**config.mk**
```make
export PLATFORM = sky130hd
export DESIGN_NAME = fetch_unit
export DESIGN_NICKNAME = d
export VERILOG_FILES = /design/src/rtl/fetch_pkg.sv /design/src/rtl/fetch_perf_ctr.sv /design/src/rtl/fetch_unit.sv
export SDC_FILE = /design/constraint.sdc
export NUM_CORES = 1
export LEC_CHECK = 0
export BUFFER_PORTS_ARGS = -buffer_cell sky130_fd_sc_hd__buf_2
export CORE_MARGIN = 2
export CORE_UTILIZATION = 52
export DETAILED_ROUTE_END_ITERATION = 8
export GPL_ROUTABILITY_DRIVEN = 0
export PLACE_DENSITY = 0.88
export SLEW_MARGIN = 10
export SYNTH_ARGS = -nofsm -noshare
export SYNTH_HDL_FRONTEND = slang
export SYNTH_SLANG_ARGS = --single-unit
```
**constraint.sdc**
```tcl
create_clock -name clk -period 4.5 [get_ports clk]
set_clock_uncertainty 0.2 [all_clocks]
set_input_delay 1.125 -clock clk [delete_from_list [all_inputs] [get_ports clk]]
set_output_delay 1.125 -clock clk [all_outputs]
set_load 0.02 [all_outputs]
```
**src/rtl/fetch_pkg.sv**
```systemverilog
// Shared fetch-stage constants and types.
// Optional build macro: FETCH_PERF_EN (adds performance counters to fetch_unit).
package fetch_pkg;

  localparam int unsigned ADDR_W   = 32;
  localparam int unsigned INSTR_W  = 32;
  localparam int unsigned RESET_PC = 0;
  localparam int unsigned PC_STEP  = 1;

  // Bubble-fill instruction for decode and benches.
  localparam logic [31:0] NOP_INSTR = 32'hA800_0000;

  // Per-cycle action of the fetch datapath, listed in priority order.
  typedef enum logic [1:0] {
    FETCH_REDIRECT,
    FETCH_STALL,
    FETCH_ADVANCE
  } fetch_act_e;

endpackage

```
**src/rtl/fetch_perf_ctr.sv**
```systemverilog
// Fetch-stage event counters (fetched, stalled, squashed), 32-bit wrapping.
// Instantiated by fetch_unit only when FETCH_PERF_EN is defined.
module fetch_perf_ctr (
  input  logic        clk,
  input  logic        rst,
  input  logic        fire_i,
  input  logic        stall_i,
  input  logic        squash_i,
  output logic [31:0] perf_fetched_o,
  output logic [31:0] perf_stalls_o,
  output logic [31:0] perf_squashed_o
);

  logic [31:0] fetched_q, stalls_q, squashed_q;

  // Count each event class once per cycle it occurs.
  always_ff @(posedge clk or posedge rst) begin
    if (rst) begin
      fetched_q  <= '0;
      stalls_q   <= '0;
      squashed_q <= '0;
    end else begin
      if (fire_i)   fetched_q  <= fetched_q + 32'd1;
      if (stall_i)  stalls_q   <= stalls_q + 32'd1;
      if (squash_i) squashed_q <= squashed_q + 32'd1;
    end
  end

  assign perf_fetched_o  = fetched_q;
  assign perf_stalls_o   = stalls_q;
  assign perf_squashed_o = squashed_q;

endmodule

```
**src/rtl/fetch_unit.sv**
```systemverilog
// Instruction-fetch stage: owns the PC, drives a 1-cycle-latency instruction
// memory, and presents (pc, instr) to decode over valid/ready. Branch
// redirects squash the presented instruction and restart fetch.
// Optional build macro: FETCH_PERF_EN (adds perf_fetched/perf_stalls/perf_squashed).
module fetch_unit #(
  parameter int unsigned       ADDR_W   = fetch_pkg::ADDR_W,
  parameter int unsigned       INSTR_W  = fetch_pkg::INSTR_W,
  parameter logic [ADDR_W-1:0] RESET_PC = ADDR_W'(fetch_pkg::RESET_PC),
  parameter logic [ADDR_W-1:0] PC_STEP  = ADDR_W'(fetch_pkg::PC_STEP)
) (
  input  logic               clk,
  input  logic               rst,
  output logic [ADDR_W-1:0]  imem_addr,
  input  logic [INSTR_W-1:0] imem_instr,
  output logic               id_valid,
  input  logic               id_ready,
  output logic [INSTR_W-1:0] id_instr,
  output logic [ADDR_W-1:0]  id_pc,
  input  logic               redirect_valid,
  input  logic [ADDR_W-1:0]  redirect_pc
`ifdef FETCH_PERF_EN
  ,
  output logic [31:0]        perf_fetched,
  output logic [31:0]        perf_stalls,
  output logic [31:0]        perf_squashed
`endif
);

  import fetch_pkg::*;

  logic [ADDR_W-1:0] pc_q, pc_d;
  logic [ADDR_W-1:0] rsp_pc_q, rsp_pc_d;
  logic              rsp_valid_q, rsp_valid_d;
  logic              stall;
  fetch_act_e        act;

  // Redirect squashes the presented instruction combinationally.
  assign id_valid = rsp_valid_q & ~redirect_valid;
  assign id_pc    = rsp_pc_q;
  assign id_instr = imem_instr;
  assign stall    = id_valid & ~id_ready;

  // While stalled, re-issue the presented address so memory keeps its word stable.
  assign imem_addr = stall ? rsp_pc_q : pc_q;

  // Select the cycle action by priority, then form next state.
  always_comb begin
    act         = FETCH_ADVANCE;
    pc_d        = pc_q;
    rsp_pc_d    = rsp_pc_q;
    rsp_valid_d = rsp_valid_q;
    if (redirect_valid) begin
      act = FETCH_REDIRECT;
    end else if (stall) begin
      act = FETCH_STALL;
    end
    unique case (act)
      FETCH_REDIRECT: begin
        pc_d        = redirect_pc;
        rsp_valid_d = 1'b0;
      end
      FETCH_STALL: ;
      FETCH_ADVANCE: begin
        rsp_pc_d    = pc_q;
        rsp_valid_d = 1'b1;
        pc_d        = pc_q + PC_STEP;
      end
      default: ;
    endcase
  end

  // Fetch state registers.
  always_ff @(posedge clk or posedge rst) begin
    if (rst) begin
      pc_q        <= RESET_PC;
      rsp_pc_q    <= '0;
      rsp_valid_q <= 1'b0;
    end else begin
      pc_q        <= pc_d;
      rsp_pc_q    <= rsp_pc_d;
      rsp_valid_q <= rsp_valid_d;
    end
  end

`ifdef FETCH_PERF_EN
  fetch_perf_ctr u_perf (
    .clk            (clk),
    .rst            (rst),
    .fire_i         (id_valid & id_ready),
    .stall_i        (stall),
    .squash_i       (redirect_valid & rsp_valid_q),
    .perf_fetched_o (perf_fetched),
    .perf_stalls_o  (perf_stalls),
    .perf_squashed_o(perf_squashed)
  );
`endif

endmodule

```
== After elaboration in Yosys (flattened, before gate mapping) ==
Index checks and enable logic that the tools add are counted.
Operators by class
  add/sub/neg operators: 1
  equality and inequality tests: 1
  mux-type cells: 5
  bitwise logic cells: 4
  reductions and logical operators: 2
Operators with widths (number)
  32-bit one-hot mux with 2 select lines: 1
  32-bit by 1-bit adder with 32-bit output (second input constant): 1
  32-bit two-way mux: 1
  2-bit two-way mux: 2
  1-bit bitwise AND: 2
  2-bit == test (second input constant): 1
  2-bit logical NOT: 1
  1-bit inverter: 2
  1-bit one-hot mux with 2 select lines: 1
  2-bit nonzero test: 1
Word-level totals
  flip-flop bits (word level): 65
  input bits: 68
  output and inout port bits: 97
  word-level logic and storage cells: 16

== Longest topological paths before layout ==
  depth after elaboration: 7
  depth in mapped cells: 7
  depth with buffers taken out: 4

== Worst setup path after synthesis ==
OpenSTA, ideal clock, no wires.
  path kind: input port to output port
  start point: input redirect_valid
  end point: output imem_addr[0]
  data arrival time: 2.588 ns
  data required time: 3.175 ns
  path slack: 0.587 ns
  cell stages on the path: 7
  buffers on the path: 3
  path through: clkbuf_1 nor2b_1 nor2b_1 clkbuf_1 clkbuf_1 nand2_1 nand2_1
On the way
  word-level cells in the longest chain between the ends: 4
RTL lines
  start: declaration: line fetch_unit.sv:19  | input logic redirect_valid,
  1-bit inverter: line fetch_unit.sv:38  | assign id_valid = rsp_valid_q & ~redirect_valid;
  1-bit bitwise AND: line fetch_unit.sv:38
  via id_valid: line fetch_unit.sv:15  | output logic id_valid,
  1-bit bitwise AND: line fetch_unit.sv:41  | assign stall = id_valid & ~id_ready;
  32-bit two-way mux: line fetch_unit.sv:44  | assign imem_addr = stall ? rsp_pc_q : pc_q;
  end: declaration: line fetch_unit.sv:13  | output logic [ADDR_W-1:0] imem_addr,
The timed path passes the listed nets, and every way through them passes these cells.

== Worst setup path in the final report ==
  start point: input redirect_valid
  end point: output imem_addr[27]
On the way
  word-level cells in the longest chain between the ends: 4
RTL lines (line)
  1-bit inverter: fetch_unit.sv:38
  1-bit bitwise AND: fetch_unit.sv:38
  1-bit bitwise AND: fetch_unit.sv:41
  32-bit two-way mux: fetch_unit.sv:44
Every way passes these cells.

==> results_dict.tcl <==
set metrics [dict create \
    synth_area_sq_mm 0.00390 \
    vias 3439 \
    synth_mux_area_share_pct 9.21 \
    clockBufferDepth 2 \
    powerDensity_mw_per_mm2 375 \
    fin_nets 572 \
    maxSlewViolCount 0 \
    setup_viol 0 \
    clk_pin_slew_ps 60 \
    area_growth_pct 11.7 \
    intPower_mw 1.07 \
    synthSimpleGateAreaFrac_pct 27.3 \
    hold_path_class "flop to flop" \
    pwr-share-seq_pct 45.9 \
    dieArea_sq_mm 0.00821 \
    clock-sinks 65 \
    clk_latency_ps 330 \
    via_per_inst 5.67 \
    cap_violations 0 \
    fmax_mhz 273 \
    grt_pass1_wl_mm 15.8 \
    coreArea_sq_mm 0.00725 \
    wl_met3_um 561 \
    num-fill-cells 652 \
    n_antenna_cell 0 \
    final_cell_area_sq_mm 0.00436 \
    power_switching_mw 0.569 \
    syn_nets 520 \
    chipWidth_um 90.6 \
    final.period_utilization_pct 81.4 \
    syn_inst 451 \
    drive_above_1_share_pct 30.5 \
    setup_tns_ps 0 \
    path_class "input pin to output pin" \
    met1_length_mm 4.08 \
    cts_setup_buffers 0 \
    io_pins 165 \
    period_needed_ps 3660 \
    pwr-share-comb_pct 27.0 \
    crit_required_ps 3170 \
    endpoint_kind "output pin" \
    peakVddDrop_mv 0.243 \
    route.top_layer_used "met4" \
    status "finished clean" \
    wl_per_cell_um 15.4 \
    synth_xor_area_share_pct 1.57 \
    hpwlAfterDp_mm 6.42 \
    layout_common_cells "nand2_1, buf_2, dfrtp_1" \
    final_common_cell "nand2_1" \
    finalHoldViolCount 0 \
    tightest_slew_ps 952 \
    cts_tree "yes" \
    initial_core_util_pct 53.8 \
    htree_levels 3 \
    synth_top_family_by_area "simple AND/OR/NAND/NOR gates" \
    drt_iter0_markers 148 \
    cts_buffers 9 \
    start_kind "input pin" \
    yosysUniqueCellTypes 39 \
    grt_usage_pct 23.6 \
    synthAdderAreaFrac_pct 0.321 \
    drc 0 \
    synth_compound_area_share_pct 9.72 \
    p_leak_nw 2.00 \
    cts_root_buf "clkbuf_8" \
    synth_warnings 0 \
    ant_nets 0 \
    grt_pass1_vias 3291 \
    cts_hold_buffers 0 \
    cts_resized 0 \
    critPathArrivalTime_ps 2340 \
    rows 31 \
    place_area_sq_mm 0.00418 \
    slew_headroom_pct 36.5 \
    die_y_um 90.6 \
    grt_max_degree 45 \
    overflow 0 \
    rsz0062_at_grt "false" \
    swShare_pct 34.8 \
    pwr-share-clk_pct 27.1 \
    numPortBuffers 100 \
    wirelength_mm 9.35 \
    seq_area_frac_synth_pct 41.7 \
    antenna_found_initial 0 \
    synth.avg_cell_area_sq_um 8.65 \
    ff2ff_path_depth 4 \
    wl_met2_mm 4.58 \
    drtPass1Iterations 4 \
    synth_seq_cells 65 \
    holdPathStages 1 \
    critPathMaxFanout 35 \
]
[cell usage after synthesis]
| cell | count | area (sq um) |
|---|---|---|
| xnor2_1 | 2 | 17.5 |
| o21a_1 | 2 | 15.0 |
| buf_2 | 6 | 30.0 |
| a22oi_1 | 3 | 22.5 |
| or4b_1 | 1 | 10.0 |
| dfrtp_1 | 65 | 1630 |
| and4_1 | 4 | 35.0 |
| o41ai_1 | 1 | 8.76 |
| mux2_2 | 31 | 349 |
| o31ai_1 | 12 | 90.1 |
| nor4_1 | 2 | 12.5 |
| or3_1 | 2 | 12.5 |
| and2_1 | 3 | 18.8 |
| o22ai_1 | 2 | 12.5 |
| and3_2 | 2 | 15.0 |
| nor2_1 | 19 | 71.3 |
| xor2_1 | 5 | 43.8 |
| nand2b_1 | 4 | 25.0 |
| clkbuf_1 | 22 | 82.6 |
| mux2i_1 | 1 | 10.0 |
| buf_6 | 2 | 22.5 |
| nand3_1 | 22 | 110 |
| o211a_1 | 1 | 10.0 |
| nand2_1 | 120 | 450 |
| a221o_1 | 1 | 10.0 |
| nor3_1 | 4 | 20.0 |
| and3_1 | 7 | 43.8 |
| or4_1 | 14 | 105 |
| nand4_1 | 12 | 75.1 |
| buf_4 | 33 | 248 |
| a31oi_1 | 13 | 81.3 |
| nand4_4 | 1 | 21.3 |
| o211ai_1 | 4 | 30.0 |
| inv_1 | 4 | 15.0 |
| o21ai_0 | 14 | 70.1 |
| ha_1 | 1 | 12.5 |
| o41a_1 | 1 | 11.3 |
| nor2b_1 | 6 | 37.5 |
| a221oi_1 | 2 | 17.5 |
[registers in the layout, indices dropped and copies added, names as in the netlist]
signal,count
id_pc,32
pc_q,32
rsp_valid_q,1
[worst max-delay path, cell delays in order]
cell and delay (ps):
buf_2 100, nor2b_1 200, nor2b_2 190, buf_4 360, nand2_1 110, nand2_1 70
buf_2 160
[cells by family (layout without fill, tap and decap cells)]
family / after synthesis / after routing
DFF: 65 / 65
xor gates and xnor gates: 7 / 7
buffers and inverters: 67 / 124
and+or+nand+nor: 223 / 223
muxes: 32 / 32
AOI/OAI and AO/OA: 56 / 56
adders and majority gates: 1 / 1
[metal layers]
metal / vias up / track usage, %
li1: 1658 / -
met1: 1647 / 31.4
met2: 116 / 37.2
met3: 18 / 4.34
met4: 0 / 11.7
met5: - / 0
[metrics by stage]
step                hold slack (ps)  total power, mW  setup slack (ps)  std cells  utilization, %
floorplan                       304             1.09               587        451               -
global placement                309             1.19               962        591            57.7
detailed placement              318             1.21               837        591            57.7
CTS                             332             1.65               839        607            60.0
global route                    350             1.73               711        607            60.0
finish                          329             1.63               836        607            60.0
[power by group through the flow]
stage          registers (mW)  logic (mW)  clock network (mW)
6_report                0.751       0.441               0.442
5_1_grt                 0.765       0.482               0.483
4_1_cts                 0.750       0.446               0.455
3_5_place_dp            0.760       0.445                   0
3_3_place_gp            0.752       0.435                   0
2_1_floorplan           0.806       0.284                   0
[final cells by class]
type,count,area [sq um],share of cell area (%)
clock buffers,13,159,3.65
multi-input cells,319,1890,43.3
clock inverters,3,15.0,0.345
repair buffers,104,531,12.2
well taps,99,124,2.84
inverters,4,15.0,0.345
flip-flops and latches,65,1630,37.3
[final timing paths]
check                               start       endpoint  slack [ps]
max                        redirect_valid  imem_addr[27]         840
min                             id_pc[16]      id_pc[16]         330
max reg2reg                       pc_q[8]       pc_q[25]        2140
min reg2reg                     id_pc[16]      id_pc[16]         330
max in group asynchronous             rst      id_pc[14]        2460
min in group asynchronous             rst      id_pc[23]         780
Note: power is estimated with default switching activity, not from simulation.
